===== src/rtl/frac_div_pkg.sv =====
// Shared widths, limits and state encoding for the fractional-N divider.
package frac_div_pkg;

  localparam int N_W   = 8;
  localparam int F_W   = 8;
  localparam int N_MIN = 2;

  typedef enum logic {
    IDLE = 1'b0,
    RUN  = 1'b1
  } state_t;

  // Divide ratios below N_MIN cannot produce a distinct pulse and toggle edge.
  function automatic logic [N_W-1:0] clamp_n(input logic [N_W-1:0] n);
    return (n < N_W'(N_MIN)) ? N_W'(N_MIN) : n;
  endfunction

endpackage


===== src/rtl/frac_div_if.sv =====
// Configuration handshake between the divider and whoever programs it.
interface frac_div_if;
  import frac_div_pkg::*;

  logic           cfg_valid;
  logic           cfg_ready;
  logic [N_W-1:0] cfg_n;
  logic [F_W-1:0] cfg_frac;

  modport master (output cfg_valid, output cfg_n, output cfg_frac, input cfg_ready);
  modport slave  (input cfg_valid, input cfg_n, input cfg_frac, output cfg_ready);

endinterface


===== src/rtl/adder_8_bit.sv =====
// 8-bit ripple-carry adder used as the phase accumulator sum.
module adder_8_bit (
  input  logic [7:0] i_a,
  input  logic [7:0] i_b,
  input  logic       i_cin,
  output logic [7:0] o_sum,
  output logic       o_cout
);

  logic [8:0] w_c;

  assign w_c[0] = i_cin;

  for (genvar i = 0; i < 8; i++) begin : g_fa
    assign o_sum[i]  = i_a[i] ^ i_b[i] ^ w_c[i];
    assign w_c[i+1]  = (i_a[i] & i_b[i]) | (w_c[i] & (i_a[i] ^ i_b[i]));
  end

  assign o_cout = w_c[8];

endmodule


===== src/rtl/frac_div_core.sv =====
// Fractional-N divide control: period counter plus phase accumulator whose
// carry stretches an output period by one clock.
//
// state | meaning
// IDLE  | stopped; configuration writes straight into the active set
// RUN   | counting periods; configuration is buffered until the next boundary
module frac_div_core
  import frac_div_pkg::*;
(
  input  logic           clk,
  input  logic           rst_n,
  input  logic           en,
  frac_div_if.slave      cfg,
  output logic           div_pulse,
  output logic           div_out,
  output logic           mod_sel,
  output logic [F_W-1:0] acc_out
);

  state_t         r_state;
  logic [N_W-1:0] r_n_act;
  logic [F_W-1:0] r_f_act;
  logic [N_W-1:0] r_n_pend;
  logic [F_W-1:0] r_f_pend;
  logic           r_pend_v;
  logic [F_W-1:0] r_acc;
  logic [N_W-1:0] r_cnt;
  logic           r_div_pulse;
  logic           r_div_out;
  logic           r_mod_sel;

  logic           w_xfer;
  logic [N_W-1:0] w_n_cap;
  logic           w_boundary;
  logic [N_W-1:0] w_n_new;
  logic [F_W-1:0] w_f_new;
  logic [F_W-1:0] w_sum;
  logic           w_carry;
  logic [N_W-1:0] w_cnt_reload;

  assign cfg.cfg_ready = ~r_pend_v;
  assign w_xfer        = cfg.cfg_valid & ~r_pend_v;
  assign w_n_cap       = clamp_n(cfg.cfg_n);
  assign w_boundary    = (r_state == RUN) & en & (r_cnt == '0);
  assign w_n_new       = r_pend_v ? r_n_pend : r_n_act;
  assign w_f_new       = r_pend_v ? r_f_pend : r_f_act;

  // Carry-out of the accumulator add marks an N+1 period.
  adder_8_bit u_acc_add (
    .i_a    (r_acc),
    .i_b    (w_f_new),
    .i_cin  (1'b0),
    .o_sum  (w_sum),
    .o_cout (w_carry)
  );

  // N >= 2 keeps N-1+c within 8 bits.
  assign w_cnt_reload = w_n_new - N_W'(1) + {{(N_W-1){1'b0}}, w_carry};

  // Divider FSM, period counter, config buffering and registered outputs.
  always_ff @(posedge clk) begin
    if (!rst_n) begin
      r_state     <= IDLE;
      r_n_act     <= N_W'(N_MIN);
      r_f_act     <= '0;
      r_n_pend    <= N_W'(N_MIN);
      r_f_pend    <= '0;
      r_pend_v    <= 1'b0;
      r_acc       <= '0;
      r_cnt       <= '0;
      r_div_pulse <= 1'b0;
      r_div_out   <= 1'b0;
      r_mod_sel   <= 1'b0;
    end else begin
      case (r_state)
        IDLE: begin
          r_div_pulse <= 1'b0;
          if (w_xfer) begin
            r_n_act <= w_n_cap;
            r_f_act <= cfg.cfg_frac;
          end
          if (en) begin
            r_state   <= RUN;
            r_cnt     <= r_n_act - N_W'(1);
            r_acc     <= '0;
            r_mod_sel <= 1'b0;
          end
        end
        RUN: begin
          if (!en) begin
            r_state     <= IDLE;
            r_cnt       <= '0;
            r_acc       <= '0;
            r_div_out   <= 1'b0;
            r_mod_sel   <= 1'b0;
            r_div_pulse <= 1'b0;
            r_pend_v    <= 1'b0;
            // Buffered config becomes active; a fresh offer lands there directly.
            if (r_pend_v) begin
              r_n_act <= r_n_pend;
              r_f_act <= r_f_pend;
            end else if (w_xfer) begin
              r_n_act <= w_n_cap;
              r_f_act <= cfg.cfg_frac;
            end
          end else begin
            r_div_pulse <= w_boundary;
            if (w_boundary) begin
              r_n_act   <= w_n_new;
              r_f_act   <= w_f_new;
              r_acc     <= w_sum;
              r_cnt     <= w_cnt_reload;
              r_mod_sel <= w_carry;
              r_div_out <= ~r_div_out;
            end else begin
              r_cnt <= r_cnt - N_W'(1);
            end
            // An offer taken on a boundary waits for the following boundary.
            if (w_xfer) begin
              r_n_pend <= w_n_cap;
              r_f_pend <= cfg.cfg_frac;
              r_pend_v <= 1'b1;
            end else if (w_boundary) begin
              r_pend_v <= 1'b0;
            end
          end
        end
        default: r_state <= IDLE;
      endcase
    end
  end

  assign div_pulse = r_div_pulse;
  assign div_out   = r_div_out;
  assign mod_sel   = r_mod_sel;
  assign acc_out   = r_acc;

endmodule


===== src/flat_wrapper.sv =====
// flat-port wrapper written by rule: the top's interface ports become plain ports
module frac_div_core_flat import frac_div_pkg::*;
  (clk, rst_n, en, div_pulse, div_out, mod_sel, acc_out, cfg_cfg_valid, cfg_cfg_n, cfg_cfg_frac, cfg_cfg_ready);
  frac_div_if cfg_i ();
  input  logic clk;
  input  logic rst_n;
  input  logic en;
  output logic div_pulse;
  output logic div_out;
  output logic mod_sel;
  output logic [F_W-1:0] acc_out;
  input wire logic [$bits(cfg_i.cfg_valid)-1:0] cfg_cfg_valid;
  input wire logic [$bits(cfg_i.cfg_n)-1:0] cfg_cfg_n;
  input wire logic [$bits(cfg_i.cfg_frac)-1:0] cfg_cfg_frac;
  output wire logic [$bits(cfg_i.cfg_ready)-1:0] cfg_cfg_ready;
  assign cfg_i.cfg_valid = cfg_cfg_valid;
  assign cfg_i.cfg_n = cfg_cfg_n;
  assign cfg_i.cfg_frac = cfg_cfg_frac;
  assign cfg_cfg_ready = cfg_i.cfg_ready;
  frac_div_core u_core (.clk(clk), .rst_n(rst_n), .en(en), .cfg(cfg_i), .div_pulse(div_pulse), .div_out(div_out), .mod_sel(mod_sel), .acc_out(acc_out));
endmodule

===== config.mk =====
export PLATFORM = sky130hd
export DESIGN_NAME = frac_div_core_flat
export DESIGN_NICKNAME = d
export VERILOG_FILES = /design/src/rtl/frac_div_pkg.sv /design/src/rtl/frac_div_if.sv /design/src/rtl/adder_8_bit.sv /design/src/rtl/frac_div_core.sv /design/src/flat_wrapper.sv
export SDC_FILE = /design/constraint.sdc
export NUM_CORES = 1
export LEC_CHECK = 0
export CORE_AREA = 2 2 79 81
export CTS_BUF_LIST = sky130_fd_sc_hd__clkbuf_16
export DETAILED_ROUTE_END_ITERATION = 8
export DIE_AREA = 0 0 81 83
export PLACE_DENSITY = 0.82
export SLEW_MARGIN = 20
export SYNTH_ARGS = -nofsm -noshare
export SYNTH_HDL_FRONTEND = slang
export SYNTH_HIERARCHICAL = 1
export SYNTH_SLANG_ARGS = --single-unit

===== constraint.sdc =====
create_clock -name clk -period 6.6 [get_ports clk]
set_input_delay 0.66 -clock clk [delete_from_list [all_inputs] [get_ports clk]]
set_output_delay 0.66 -clock clk [all_outputs]
set_load 0.05 [all_outputs]

==> reports/results.env, run 1 <==
STATUS='complete, no violations'
CLOCK_INSERTION_DELAY_WORST_SKEW_PS=290
GRT_OVERFLOW_TOTAL=0
GRT_PASS1_VIAS=2796
SETUP_VIOL_COUNT_FINAL=0
GRT_MAX_DEGREE=42
CTS_SETUP_BUFFERS=0
TIMING.SLEW.HEADROOM=0.377
SETUP.WORST_PATH.END_CLASS='register'
MAIN_FLOP_TYPE_AFTER_SYNTHESIS='dfxtp_1'
CTS_MAX_LEVEL=2
LEAKAGE_nW=1.37
DRIVE_GT1_FRAC=0.0892
AVGROUTEDWIREPERCELL_MICRONS=16.1
GRTUSAGEMET2=0.384
REQUIRED_TIME_WORST_ENDPOINT_PS=6780
CHIP_WIDTH_MICRONS=81
DESIGN.DIE.AREA_SQ_MM=0.00672
SYNTH_SEQUENTIAL_AREA_RATIO=0.330
DP_HPWL_MICRONS=5720
TOP_USAGE_LAYER='met2'
SYNTHESIS.AREA_PER_INSTANCE_SQ_UM=7.86
IOPINCOUNT=32
FINAL_HOLD_VIOL_COUNT=0
NUMBER_OF_NETS_IN_THE_FINAL_LAYOUT=458
FIN_WORST_SKEW_PS=6.21
SETUP_TNS_PS=0
FINAL_AREA_SQ_MM=0.00368
MAX_SLEW.WORST_PIN.SLEW_PS=930
DR.FIRST_ITER.DRC_COUNT=302
ROUTE.VIAS.TOTAL=3050
DIE_H_MICRONS=83
MAPPEDNETLISTAREA_SQ_MM=0.00321
FIN_WS_PS=1400
LAYOUT_COMMONEST_CELL='nand2_1'
MOST-COMMON-LAYOUT-CELLS='nand2_1 (77), dfxtp_1 (53), a21oi_1 (43)'
WL_MICRONS=8080
ROWS=28
MAXSLEWVIOLCOUNT=0
PWR_DENSITY_CELL_mW_PER_MM2=214
GRT_USE_MET1=0.352
GRT_SETUP_UNREPAIRED='false'
PERIOD_NEEDED_PS=5200
CRIT_FANOUT=41
CTS_BUFFERS=5
NUMPORTBUFFERS=31
YOSYSWARNINGS=6
NUMPLACEDINSTANCES=493
DRC_VIOLATION_COUNT_AFTER_ROUTING=0
NETLIST-CELL-TYPE-COUNT=56
NUM_ANTENNA_CELLS=0
PRE_CTS_SLACK_PS=1420
POST-ROUTE-PERIOD-UTIL=0.788
GRT.TOTAL_USAGE=0.249
WORST_SETUP_PATH_START_KIND='register'
GRT.MET3_USAGE=0.0348
NUMBER_OF_BUFFERS_INSERTED_FOR_HOLD_REPAIR_AFTER_CLOCK_TREE_SYNTHESIS=0
REG2REG_DEPTH=21
CLKSINKCOUNT=53
GLOBALPLACE.CONGESTION=0.917
FINISH.CELL_COUNT_WITHOUT_FILLERS=501
MAX_FREQ_GHz=0.192
MAXCAPVIOLATIONS=0
YOSYS_REGISTER_BITS=53
ARRIVAL_TIME_OF_DATA_AT_THE_CRITICAL_PATH_ENDPOINT_PS=5380
DRT-PASS1-ITER-COUNT=5
ROUTE.ANTENNA.REMAINING_NETS=0
POSTPLACECELLAREA_SQ_MM=0.00353
AREA.GROWTH.SYNTH_TO_FINAL_PCT=14.5
GRT_ANTENNA_BEFORE_REPAIR=0
CRITICALPATHCATEGORY='register to register'
POSTSYNTH.ASYNCRESETSHARE=0
POST_SYNTH_EDFFS=0
VDD_IR_DROP_MAX_mV=0.137
SYNTH_FP_NETS=442
TIMING.HOLD.WORST_PATH_DEPTH=2
PATH_CLK_SLEW_PS=70
SYNTH_CELLS=409
START_UTIL=0.553
GRT_PASS1_WL_MICRONS=13400
ROUTED_VIA_DENSITY=6.09
CTS_ROOT_BUF='clkbuf_16'
TIMING.HOLD.WORST.CLASS='register to register'
CLOCK_TREE_FROM_TRITONCTS='yes'
POST_CTS.RESIZED_INSTANCES=0
CLOCK_TREE.BUFFER_DEPTH=2
CORE_SQ_MM=0.00582
-- metal layers --
layer	part of all wire	vias to the layer above
met1	0.45	1444
li1	-	1459
met4	0.021	0
met3	0.059	18
met5	0	-
met2	0.47	129
-- synth_stat cells (6+ instances only) --
master | count | share of area
a21oi_1 | 43 | 0.067
a22oi_1 | 9 | 0.021
a311o_1 | 8 | 0.025
clkbuf_1 | 21 | 0.025
dfxtp_1 | 53 | 0.33
fa_1 | 8 | 0.050
inv_1 | 21 | 0.025
mux2_2 | 8 | 0.028
mux2i_1 | 8 | 0.025
nand2_1 | 77 | 0.090
nor2_1 | 39 | 0.046
nor3_1 | 6 | 0.0093
o21ai_0 | 11 | 0.017
xnor2_1 | 6 | 0.016
-- state kept, by name (all words and copies together) (netlist names) --
| signal | cells |
|---|---|
| u_core/r_f_act | 8 |
| u_core/r_cnt | 8 |
| u_core/acc_out | 8 |
| u_core/r_n_pend | 8 |
| u_core/r_pend_v | 1 |
| u_core/div_out | 1 |
| u_core/r_f_pend | 8 |
| u_core/r_n_act | 8 |
| u_core/div_pulse | 1 |
| u_core/r_state | 1 |
| u_core/mod_sel | 1 |
-- critical path, cell delays in order (launching register included) --
cell      delay (ps)
dfxtp_1          310
buf_4            370
o21ai_0          180
fa_1             400
inv_1             70
fa_1             150
inv_1             50
fa_1             370
fa_1             380
fa_1             390
fa_1             400
fa_1             370
inv_1             70
fa_1             180
inv_1             70
inv_1             70
ha_1             290
nor4b_1          310
a31o_2           180
xnor2_1           80
a221oi_1         280
nor2_1            70
-- where the power goes --
group          internal (mW)  leakage (nW)  switching (mW)
Clock                  0.141        0.0702           0.121
Combinational         0.0729         0.867          0.0965
Sequential             0.336         0.433          0.0208
Total                  0.550          1.37           0.238
-- final cells by class --
type,count,area [sq um]
fillers,519,2130
multi-input cells,309,1960
flip-flops and latches,53,1060
repair buffers,35,340
clock buffers,5,125
well taps,75,93.8
inverters,21,78.8
clock inverters,3,21.3
-- cell families (layout without fill, tap and decap cells) --
logic type,Yosys count,after routing,synth area share
and+or+nand+nor,156,156,0.221
AOI/OAI and AO/OA,112,112,0.234
DFF,53,53,0.330
buffers and inverters,47,64,0.0607
muxes,16,16,0.0529
adders and majority gates,13,13,0.0693
xor gates and xnor gates,11,11,0.0300
other,1,1,0.00117
-- per-stage QoR --
step / hold slack, ps / util / power, mW
2_1_floorplan: 433 / - / 0.486
3_3_place_gp: 441 / 0.607 / 0.527
3_5_place_dp: 448 / 0.607 / 0.530
4_1_cts: 458 / 0.633 / 0.791
5_1_grt: 482 / 0.633 / 0.825
6_report: 457 / 0.633 / 0.788
-- final timing paths --
check                          start                  to  slack [ps]
setup / recovery     u_core/r_pend_v     u_core/r_cnt[3]        1400
setup reg to reg     u_core/r_pend_v     u_core/r_cnt[3]        1400
hold / removal    u_core/r_f_pend[4]  u_core/r_f_pend[4]         460
hold reg to reg   u_core/r_f_pend[4]  u_core/r_f_pend[4]         460
No activity file was read; power rests on OpenSTA's default activity.
==> run 2, diff against run 1 <==
clock period = 4.95 ns   (was 6.6 ns; I/O delays follow)
==> run 2 against run 1 <==
Via count increased by 1.1%. Cell count grew 0.40%. Flip-flop and latch count is the same. Clock skew about the same. Global-route usage increased by 0.76 points. Critical path type unchanged.
==> reports/results.env, run 2 (same netlist as run 1, synthesis figures left out) <==
PATH_CLK_SLEW_PS=70
CTS_MAX_LEVEL=2
LEAKAGE_nW=1.40
MAXSLEWVIOLCOUNT=0
CTS_ROOT_BUF='clkbuf_16'
DIE_H_MICRONS=83
ROWS=28
NUMPORTBUFFERS=31
CLOCK_TREE.BUFFER_DEPTH=2
FINAL_HOLD_VIOL_COUNT=0
TIMING.CRITICAL_PATH.MAX_DELAY_FAMILY='adder cells'
P_SW_mW=0.322
CELL_WITH_THE_LARGEST_STAGE_DELAY_ON_THE_WORST_PATH='fa_1'
STATUS='complete, no violations'
LAYOUT_COMMONEST_CELL='nand2_1'
CRIT_FANOUT=5
ROUTED_VIA_DENSITY=6.13
DRT-PASS1-ITER-COUNT=5
REG2REG_DEPTH=21
ROUTE.ANTENNA.REMAINING_NETS=0
GRT_SETUP_UNREPAIRED='false'
ROUTE.VIAS.TOTAL=3085
COMBINATIONALPOWERSHARE=0.211
NUM_ANTENNA_CELLS=0
GRT_PASS1_WL_MICRONS=13800
GRT_MAX_DEGREE=40
MAX_FREQ_GHz=0.217
DRC_VIOLATION_COUNT_AFTER_ROUTING=0
TIMING.HOLD.WORST_PATH_DEPTH=2
CRITICAL_PATH.REG2REG.ENDPOINT='u_core/r_cnt[4]'
POWER.SWITCHING_FRACTION=0.290
MAX_STAGE_DELAY_PS=400
POWER_FRAC_SEQ=0.429
CLKSINKCOUNT=53
DR.FIRST_ITER.DRC_COUNT=382
CHIP_WIDTH_MICRONS=81
GRT.TOTAL_USAGE=0.256
CRITPATHMOSTFREQUENTCELL='fa_1'
NUMBER_OF_NETS_IN_THE_FINAL_LAYOUT=460
SETUP.WORST_PATH.END_CLASS='register'
CLOCK_TREE_FROM_TRITONCTS='yes'
AREA.GROWTH.SYNTH_TO_FINAL_PCT=16.7
CLOCK_SHARE_OF_POWER=0.360
IOPINCOUNT=32
CRITICAL_PATH.REG2REG.STARTPOINT='u_core/r_pend_v'
MOST-COMMON-LAYOUT-CELLS='nand2_1 (77), dfxtp_1 (53), a21oi_1 (43)'
FIN_WORST_SKEW_PS=6.18
CLOCK_INSERTION_DELAY_WORST_SKEW_PS=290
WORST_HOLD_PATH.ENDPOINT='u_core/r_n_pend[7]'
AVGROUTEDWIREPERCELL_MICRONS=16.5
GRT_PASS1_VIAS=2893
PWR_DENSITY_CELL_mW_PER_MM2=296
MAX_SLEW.WORST_PIN.SLEW_PS=945
GRT_ANTENNA_BEFORE_REPAIR=0
CTS_BUFFERS=5
POST-ROUTE-PERIOD-UTIL=0.931
POWER.TOTAL_mW=1.11
CRITICALPATHCATEGORY='register to register'
HP-START='u_core/r_n_pend[7]'
GRT_OVERFLOW_TOTAL=0
VDD_IR_DROP_MAX_mV=0.201
ARRIVAL_TIME_OF_DATA_AT_THE_CRITICAL_PATH_ENDPOINT_PS=4790
PERIOD_NEEDED_PS=4610
CRITICAL_PATH.CELL_CHAIN='nand2_1 > o21ai_1 > fa_1 > inv_1 > fa_1 > inv_1 > fa_1 > fa_1 > fa_1 > fa_1 > fa_1 > inv_1 > fa_1 > inv_1 > inv_1 > ha_4 > ha_2 > o21ai_1 > xnor2_1 > o22ai_1 > o221a_2'
DRIVE_GT1_FRAC=0.103
MAXCAPVIOLATIONS=0
SETUP_TNS_PS=0
WL_MICRONS=8320
SETUP_VIOL_COUNT_FINAL=0
PATH_BUF_INV=5
TIMING.HOLD.WORST.CLASS='register to register'
CELL_INTERNAL_PWR_mW=0.789
CORE_SQ_MM=0.00582
DP_HPWL_MICRONS=5760
WORST_SETUP_PATH_START_KIND='register'
GLOBALPLACE.CONGESTION=0.954
REQUIRED_TIME_WORST_ENDPOINT_PS=5130
DESIGN.DIE.AREA_SQ_MM=0.00672
TIMING.SLEW.HEADROOM=0.367
START_UTIL=0.553
TIMING.REG2REG.SETUP_SLACK_PS=340
==> run 2: changes by cell type in the layout (fill, tap and decap cells not counted), sizes merged <==
cell,before,now
clkinvlp,1,0
bufinv,0,1
buf,4,6
==> run 2: through the flow <==
| stage | instances | utilization | area (sq um) | hold slack (ps) | setup slack, ps |
|---|---|---|---|---|---|
| global route | 503 | 0.645 | 3750 | 477 | 26.5 |
| floorplan | 409 | - | 3220 | 433 | 10.3 |
| CTS | 501 | 0.637 | 3700 | 458 | 187 |
| global placement | 493 | 0.608 | 3530 | 440 | 355 |
| finish | 503 | 0.645 | 3750 | 461 | 340 |
| detailed placement | 493 | 0.608 | 3530 | 446 | 201 |
==> run 2: routing by layer <==
metal,GRT usage,part of all wire,up-vias
met5,0,0,-
met1,0.365,0.45,1483
met2,0.395,0.48,118
met3,0.0293,0.061,12
li1,-,-,1472
met4,0.0971,0.013,0
==> run 2: final cells by class <==
class                           instances  area, sq um
Fill cell                             530         2070
Timing Repair Buffer                   37          359
Clock inverter                          3         43.8
Tap cell                               75         93.8
Clock buffer                            5          125
Inverter                               21         78.8
Sequential cell                        53         1060
Multi-Input combinational cell        309         1990
==> run 2: power by group through the flow <==
| stage | Sequential [mW] | Clock (mW) | Combinational (mW) |
|---|---|---|---|
| 5_1_grt | 0.480 | 0.426 | 0.258 |
| 2_1_floorplan | 0.476 | 0 | 0.172 |
| 3_3_place_gp | 0.484 | 0 | 0.220 |
| 6_report | 0.477 | 0.400 | 0.234 |
| 3_5_place_dp | 0.485 | 0 | 0.224 |
| 4_1_cts | 0.475 | 0.406 | 0.226 |
==> run 2: worst reg2reg max path: stages (launching register included) <==
cell and delay (ps):
dfxtp_1 330, nand2_1 70, o21ai_1 90, fa_1 400, inv_1 80, fa_1 170
inv_1 50, fa_1 370, fa_1 390, fa_1 380, fa_1 400, fa_1 370
inv_1 90, fa_1 170, inv_1 50, inv_1 100, ha_4 170, ha_2 180
o21ai_1 110, xnor2_1 180, o22ai_1 100, o221a_2 250
==> run 2: worst max path at each step <==
| stage | startpoint | end | slack (ps) | cells past startpoint |
|---|---|---|---|---|
| after floorplan | u_core/r_pend_v | u_core/r_cnt[6] | 10 | 23 |
| after global placement | u_core/r_pend_v | u_core/r_cnt[3] | 350 | 21 |
| after detailed placement | u_core/r_pend_v | u_core/r_cnt[4] | 200 | 21 |
| after CTS | u_core/r_pend_v | u_core/r_cnt[4] | 190 | 21 |
| after global routing | u_core/r_pend_v | u_core/r_cnt[3] | 30 | 21 |
| final | u_core/r_pend_v | u_core/r_cnt[4] | 340 | 21 |
==> run 2: what timing repair did <==
item,in CTS,in global routing
resized for setup,0,7
hold endpoints to repair,0,0
endpoints found under the setup margin,0,4
buffers inserted,0,2
hold buffers,0,0
